===== config.mk =====
export PLATFORM = sky130hd
export DESIGN_NAME = seg_id_pipelined
export DESIGN_NICKNAME = d
export VERILOG_FILES = /design/src/rtl/seg_mips_pkg.sv /design/src/rtl/seg_id_regfile.sv /design/src/rtl/seg_id_pipelined.sv
export SDC_FILE = /design/constraint.sdc
export NUM_CORES = 2
export LEC_CHECK = 0
export ABC_AREA = 0
export BUFFER_PORTS_ARGS = -buffer_cell sky130_fd_sc_hd__buf_2
export CORE_ASPECT_RATIO = 0.6
export CORE_UTILIZATION = 44
export CTS_BUF_LIST = sky130_fd_sc_hd__clkbuf_8
export DETAILED_ROUTE_END_ITERATION = 16
export GPL_TIMING_DRIVEN = 0
export SLEW_MARGIN = 20
export SYNTH_ARGS = -nofsm -noshare
export SYNTH_HDL_FRONTEND = slang
export SYNTH_SLANG_ARGS = --single-unit

===== constraint.sdc =====
create_clock -name i_clk -period 108.6 [get_ports i_clk]
set_input_delay 5.43 -clock i_clk [delete_from_list [all_inputs] [get_ports i_clk]]
set_output_delay 5.43 -clock i_clk [all_outputs]
set_load 0.03 [all_outputs]

===== src/rtl/seg_mips_pkg.sv =====
// Shared MIPS ID-stage constants: opcodes, control bus layout and decode helpers.
package seg_mips_pkg;

  localparam logic [5:0] OP_RTYPE = 6'h00;
  localparam logic [5:0] OP_BEQ   = 6'h04;
  localparam logic [5:0] OP_ADDI  = 6'h08;
  localparam logic [5:0] OP_ANDI  = 6'h0C;
  localparam logic [5:0] OP_ORI   = 6'h0D;
  localparam logic [5:0] OP_XORI  = 6'h0E;
  localparam logic [5:0] OP_LUI   = 6'h0F;
  localparam logic [5:0] OP_LW    = 6'h23;
  localparam logic [5:0] OP_SW    = 6'h2B;

  localparam int EX_W  = 4;
  localparam int MEM_W = 3;
  localparam int WB_W  = 2;

  // Bit positions inside each control bus.
  localparam int EX_REGDST    = 3;
  localparam int EX_ALUSRC    = 2;
  localparam int EX_ALUOP_HI  = 1;
  localparam int EX_ALUOP_LO  = 0;
  localparam int MEM_BRANCH   = 2;
  localparam int MEM_MEMREAD  = 1;
  localparam int MEM_MEMWRITE = 0;
  localparam int WB_REGWRITE  = 1;
  localparam int WB_MEMTOREG  = 0;

  typedef struct packed {
    logic [EX_W-1:0]  ex;
    logic [MEM_W-1:0] mem;
    logic [WB_W-1:0]  wb;
  } ctrl_t;

  function automatic ctrl_t decode_ctrl(input logic [5:0] op);
    ctrl_t c;
    c = '0;
    case (op)
      OP_RTYPE:         begin c.ex = 4'b1010; c.mem = 3'b000; c.wb = 2'b10; end
      OP_LW:            begin c.ex = 4'b0100; c.mem = 3'b010; c.wb = 2'b11; end
      OP_SW:            begin c.ex = 4'b0100; c.mem = 3'b001; c.wb = 2'b00; end
      OP_BEQ:           begin c.ex = 4'b0001; c.mem = 3'b100; c.wb = 2'b00; end
      OP_ADDI, OP_LUI:  begin c.ex = 4'b0100; c.mem = 3'b000; c.wb = 2'b10; end
      OP_ANDI, OP_ORI,
      OP_XORI:          begin c.ex = 4'b0111; c.mem = 3'b000; c.wb = 2'b10; end
      default:          c = '0;
    endcase
    return c;
  endfunction

  // rt is a read operand only where the instruction consumes it as a source.
  function automatic logic rt_is_src(input logic [5:0] op);
    return (op == OP_RTYPE) || (op == OP_SW) || (op == OP_BEQ);
  endfunction

endpackage


===== src/rtl/seg_id_regfile.sv =====
// Register file with write-through bypass; register 0 is hardwired to zero.
module seg_id_regfile
  import seg_mips_pkg::*;
#(
  parameter int LEN     = 32,
  parameter int NB_REG  = 32,
  parameter int NB_ADDR = 5
) (
  input  logic               clk,
  input  logic               rst,
  input  logic               reg_write,
  input  logic [NB_ADDR-1:0] write_reg,
  input  logic [LEN-1:0]     write_data,
  input  logic [NB_ADDR-1:0] read_reg_1,
  input  logic [NB_ADDR-1:0] read_reg_2,
  output logic [LEN-1:0]     read_data_1,
  output logic [LEN-1:0]     read_data_2
);

  logic [LEN-1:0] regs [NB_REG];
  logic           wr_en;

  assign wr_en = reg_write && (write_reg != '0);

  always_ff @(posedge clk or posedge rst) begin
    if (rst) begin
      for (int i = 0; i < NB_REG; i++) regs[i] <= '0;
    end else if (wr_en) begin
      regs[write_reg] <= write_data;
    end
  end

  // Same-cycle write wins over the stored value so ID sees WB results immediately.
  always_comb begin
    read_data_1 = regs[read_reg_1];
    read_data_2 = regs[read_reg_2];
    if (wr_en && (write_reg == read_reg_1)) read_data_1 = write_data;
    if (wr_en && (write_reg == read_reg_2)) read_data_2 = write_data;
    if (read_reg_1 == '0) read_data_1 = '0;
    if (read_reg_2 == '0) read_data_2 = '0;
  end

endmodule


===== src/rtl/seg_id_pipelined.sv =====
// MIPS instruction-decode stage: field/immediate/control decode, load-use hazard
// detection and the ID/EX pipeline register.
module seg_id_pipelined
  import seg_mips_pkg::*;
#(
  parameter int LEN     = 32,
  parameter int NB_REG  = 32,
  parameter int NB_ADDR = 5
) (
  input  logic               i_clk,
  input  logic               i_rst,
  input  logic               i_valid,
  input  logic [LEN-1:0]     i_PC,
  input  logic [31:0]        i_instruc,
  input  logic               i_RegWrite,
  input  logic [NB_ADDR-1:0] i_write_reg,
  input  logic [LEN-1:0]     i_write_data,
  input  logic               i_flush,
  input  logic               i_hold,
  output logic               o_stall,
  output logic               o_valid,
  output logic [LEN-1:0]     o_PC,
  output logic [LEN-1:0]     o_read_data_1,
  output logic [LEN-1:0]     o_read_data_2,
  output logic [LEN-1:0]     o_imm_ext,
  output logic [NB_ADDR-1:0] o_rs,
  output logic [NB_ADDR-1:0] o_rt,
  output logic [NB_ADDR-1:0] o_rd,
  output logic [4:0]         o_shamt,
  output logic [EX_W-1:0]    o_ctrl_ex_bus,
  output logic [MEM_W-1:0]   o_ctrl_mem_bus,
  output logic [WB_W-1:0]    o_ctrl_wb_bus
);

  typedef struct packed {
    logic               valid;
    logic [LEN-1:0]     pc;
    logic [LEN-1:0]     rd1;
    logic [LEN-1:0]     rd2;
    logic [LEN-1:0]     imm;
    logic [NB_ADDR-1:0] rs;
    logic [NB_ADDR-1:0] rt;
    logic [NB_ADDR-1:0] rd;
    logic [4:0]         shamt;
    ctrl_t              ctrl;
  } idex_t;

  logic [5:0]         opcode;
  logic [NB_ADDR-1:0] rs, rt, rd;
  logic [4:0]         shamt;
  logic [15:0]        imm;
  logic [LEN-1:0]     imm_ext;
  logic [LEN-1:0]     rd1, rd2;
  logic               rt_used;
  ctrl_t              ctrl;
  idex_t              idex_d, idex_q;

  assign opcode = i_instruc[31:26];
  assign rs     = NB_ADDR'(i_instruc[25:21]);
  assign rt     = NB_ADDR'(i_instruc[20:16]);
  assign rd     = NB_ADDR'(i_instruc[15:11]);
  assign shamt  = i_instruc[10:6];
  assign imm    = i_instruc[15:0];

  seg_id_regfile #(
    .LEN     (LEN),
    .NB_REG  (NB_REG),
    .NB_ADDR (NB_ADDR)
  ) u_regfile (
    .clk         (i_clk),
    .rst         (i_rst),
    .reg_write   (i_RegWrite),
    .write_reg   (i_write_reg),
    .write_data  (i_write_data),
    .read_reg_1  (rs),
    .read_reg_2  (rt),
    .read_data_1 (rd1),
    .read_data_2 (rd2)
  );

  always_comb begin
    imm_ext = LEN'($signed(imm));
    case (opcode)
      OP_ANDI, OP_ORI, OP_XORI: imm_ext = LEN'(imm);
      OP_LUI:                   imm_ext = LEN'({imm, 16'h0000});
      default:                  imm_ext = LEN'($signed(imm));
    endcase
  end

  assign ctrl    = decode_ctrl(opcode);
  assign rt_used = rt_is_src(opcode);

  // Load in EX whose destination is read by the instruction now in ID.
  assign o_stall = idex_q.valid && idex_q.ctrl.mem[MEM_MEMREAD] && (idex_q.rt != '0) &&
                   i_valid && ((idex_q.rt == rs) || (rt_used && (idex_q.rt == rt)));

  always_comb begin
    idex_d       = '0;
    idex_d.valid = i_valid;
    idex_d.pc    = i_PC;
    idex_d.rd1   = rd1;
    idex_d.rd2   = rd2;
    idex_d.imm   = imm_ext;
    idex_d.rs    = rs;
    idex_d.rt    = rt;
    idex_d.rd    = rd;
    idex_d.shamt = shamt;
    idex_d.ctrl  = i_valid ? ctrl : '0;
  end

  always_ff @(posedge i_clk or posedge i_rst) begin
    if (i_rst) begin
      idex_q <= '0;
    end else if (i_flush) begin
      idex_q <= '0;
    end else if (i_hold) begin
      idex_q <= idex_q;
    end else if (o_stall) begin
      idex_q <= '0;
    end else begin
      idex_q <= idex_d;
    end
  end

  assign o_valid        = idex_q.valid;
  assign o_PC           = idex_q.pc;
  assign o_read_data_1  = idex_q.rd1;
  assign o_read_data_2  = idex_q.rd2;
  assign o_imm_ext      = idex_q.imm;
  assign o_rs           = idex_q.rs;
  assign o_rt           = idex_q.rt;
  assign o_rd           = idex_q.rd;
  assign o_shamt        = idex_q.shamt;
  assign o_ctrl_ex_bus  = idex_q.ctrl.ex;
  assign o_ctrl_mem_bus = idex_q.ctrl.mem;
  assign o_ctrl_wb_bus  = idex_q.ctrl.wb;

endmodule


==> flow_summary.yaml <==
final_layout:
  fin_nets: 4676
  area_growth_pct: 13.63
  n_fill_cell: 11640
  drive_gt1_share_pct: 46.55
clocking:
  htreeDepth: 4
  cts_hold_buf: 0
  cts_tree: "yes"
  clock_sinks: 1181
  cts-resized-gates: 0
  cts_buffers: 180
  clk_path_buf_depth: 3
  clk_pin_slew_ns: 0.06
  clkLatencyLatePin_ns: 0.94
  clockRootBuffer: "clkbuf_8"
  postCtsSetupRepairBufs: 0
grt:
  antenna_found_initial: 27
  grt_use_total_pct: 40.10
  grt_max_degree: 102
  grt_pass1_vias: 43455
  grt_overflow: 0
  grt_pass1_wl_um: 372900
sta:
  finClkSkew_ns: 0.02390
  min_period_ns: 12.65
  setup_viol: 0
  worstMarginPinSlew_ns: 1.355
  slew_headroom_pct: 9.672
  hold_ws_ns: 0.4764
  fin_tns_setup_ns: 0
  drv_slew: 0
  hold_violations: 0
  min_period_over_period_pct: 11.65
  rsz0062_at_grt: "false"
  max_freq_mhz: 79.04
critical_path:
  r2r_cells: 7
  endpoint_kind: "output port"
  critPathMaxFanout: 8
  cp_data_required_time_ns: 103.17
  cp-start-kind: "input port"
  r2r_slack_ns: 105.28
  critPathKind: "in -> out"
  reg2reg_from: "o_rt[0]"
  cp.arrival_ns: 7.22
  r2r-end: "o_read_data_1[18]"
placement:
  port_buffers: 256
  place_hpwl_um: 186100
  gp_congestion: 1.046
yosys:
  synth_warnings: 0
  ys.flop_type: "dfrtp_1"
  syn_area_per_cell_um2: 14.69
  syn_area_um2: 60200
  yosysSeqAreaShare_pct: 49.10
  async_reset_ff_share_pct: 100.0
  synth-edff-count: 0
  syn-num-nets: 4204
  synth_area_leaders: "dfrtp_1 (49%), mux2_2 (18%), mux4_2 (14%), mux2i_1 (4.2%), a22o_1 (1.7%)"
  ys_ff_latch: 1181
  ys_types: 54
  yosysTopAreaCellShare_pct: 49.10
  syn_inst: 4097
  yosysTopAreaCell: "dfrtp_1"
floorplanning:
  initial_core_util_pct: 44.61
  core_area_um2: 134900
  ios: 266
  die_area_um2: 138300
  die_w_um: 479.5
  fp-row-count: 104
  die_y_um: 288.5
power:
  power_uw: 1220
  peakVddDrop_mv: 0.01145
  power_density_nw_per_um2: 17.84
  p_leak_uw: 0.03076
routing:
  drt_iter0_drc: 6816
  ant_nets: 0
  wl_per_cell_um: 42.60
  wl_um: 278000
  viasPerCell: 7.025
  vias: 45855
  drc: 0
  drtPass1Iterations: 7
run:
  max-cap-violations: 0
min_path:
  holdPathEnd: "o_imm_ext[30]"
  holdPathStages: 2
  hp-class: "reg -> reg"
  hp-start: "o_imm_ext[30]"
status:
  status: "finished clean"
critical path, stage by stage:
cell and delay, ns:
buf_2 0.56, xor2_1 0.17, nor3_1 0.25, nand4_1 0.39, nand2_1 0.15, buf_2 0.22
stage by stage:
stage,setup WS (ns),cells,cell area (um^2),utilization [%]
floorplan,69.90,4097,60200,-
finish,95.95,6527,68400,50.69
global route,96.01,6507,68350,50.65
global placement,55.35,6155,63730,47.23
detailed placement,96.10,6189,64740,47.98
CTS,96.10,6502,68330,50.64
synth_stat cells, types with 18 or more instances:
| master | n |
|---|---|
| a221o_1 | 64 |
| mux4_2 | 378 |
| a211oi_1 | 92 |
| o22ai_1 | 53 |
| mux2_2 | 975 |
| and2_1 | 34 |
| clkbuf_1 | 260 |
| mux2i_1 | 254 |
| buf_2 | 110 |
| nor2_1 | 22 |
| a2111oi_2 | 18 |
| o221ai_1 | 74 |
| a22o_1 | 115 |
| a22oi_1 | 96 |
| nand2_1 | 48 |
| mux2_1 | 18 |
| buf_4 | 34 |
| a21oi_1 | 81 |
| o21ai_0 | 21 |
| buf_1 | 45 |
| buf_6 | 18 |
| dfrtp_1 | 1181 |
logic make-up (layout without fill, tap and decap cells):
logic type / after synthesis / in the layout / synth area share, %
xor gates and xnor gates: 20 / 20 / 0.2910
adders and majority gates: 1 / 1 / 0.01663
and+or+nand+nor: 163 / 163 / 1.445
buffers and inverters: 475 / 1078 / 3.741
muxes: 1632 / 1632 / 37.25
DFF: 1181 / 1181 / 49.10
other: 0 / 25 / 0
AOI/OAI and AO/OA: 625 / 625 / 8.163
metal layers:
| metal | vias to the layer above | share of wire (%) | global-route usage [%] |
|---|---|---|---|
| met3 | 766 | 16 | 21.96 |
| met1 | 24431 | 40 | 54.95 |
| met4 | 14 | 5.1 | 19.10 |
| met2 | 3680 | 38 | 50.65 |
| met5 | - | 0.087 | 0.5013 |
| li1 | 16964 | - | - |
worst max path at each step:
stage                        startpoint                  end  slack [ns]
after floorplan                   i_rst              o_PC[0]       69.90
after CTS                 i_instruc[21]              o_stall       96.10
after global placement            i_rst  u_regfile.regs[194]       55.35
after detailed placement  i_instruc[21]              o_stall       96.10
after global routing      i_instruc[21]              o_stall       96.01
final                     i_instruc[21]              o_stall       95.95
sequential cells by signal (all words and copies together), names as in the netlist, 5 cells and up:
register / count
o_read_data_1: 32
u_regfile.regs: 1024
o_rd: 5
o_read_data_2: 32
o_shamt: 5
o_imm_ext: 32
o_PC: 32
o_rs: 5
o_rt: 5
report_power, final:
| group | total, uW | switching (uW) | leakage, uW | internal (uW) |
|---|---|---|---|---|
| Combinational | 260 | 128 | 0.0134 | 132 |
| Clock | 387 | 194 | 0.00206 | 193 |
| Sequential | 573 | 57.3 | 0.0153 | 516 |
placed cells by master (no fill, tap or decap), types with 9 or more instances in the layout:
cell type  synthesis  layout
a2111oi_2         18      18
a211oi_1          92      92
a21oi_1           81      81
a221o_1           64      64
a22o_1           115     115
a22oi_1           96      96
and2_1            34      34
buf_1             45      17
buf_12             4      10
buf_16             0      28
buf_2            110     391
buf_4             34      34
buf_6             18      18
clkbuf_1         260     188
clkbuf_2           0      75
clkbuf_8           0     229
clkinv_2           0      13
dfrtp_1         1181    1181
diode_2            0      25
inv_1              3      61
mux2_1            18      18
mux2_2           975     975
mux2i_1          254     254
mux4_2           378     378
nand2_1           48      48
nor2_1            22      22
nor2b_1            9       9
o21ai_0           21      21
o221ai_1          74      74
o22ai_1           53      53
xor2_1            14      14
final cells by class:
type,instances,area (um^2),share of cell area [%]
Sequential cell,1181,29550,43.21
Multi-Input combinational cell,2441,28390,41.50
Clock buffer,229,3152,4.608
Buffer,472,2366,3.459
Tap cell,1802,2255,3.296
Timing Repair Buffer,290,2172,3.175
Clock inverter,84,432.9,0.6329
Antenna cell,25,62.56,0.09146
Inverter,3,18.77,0.02744
Note: power is estimated with default switching activity, not from simulation.
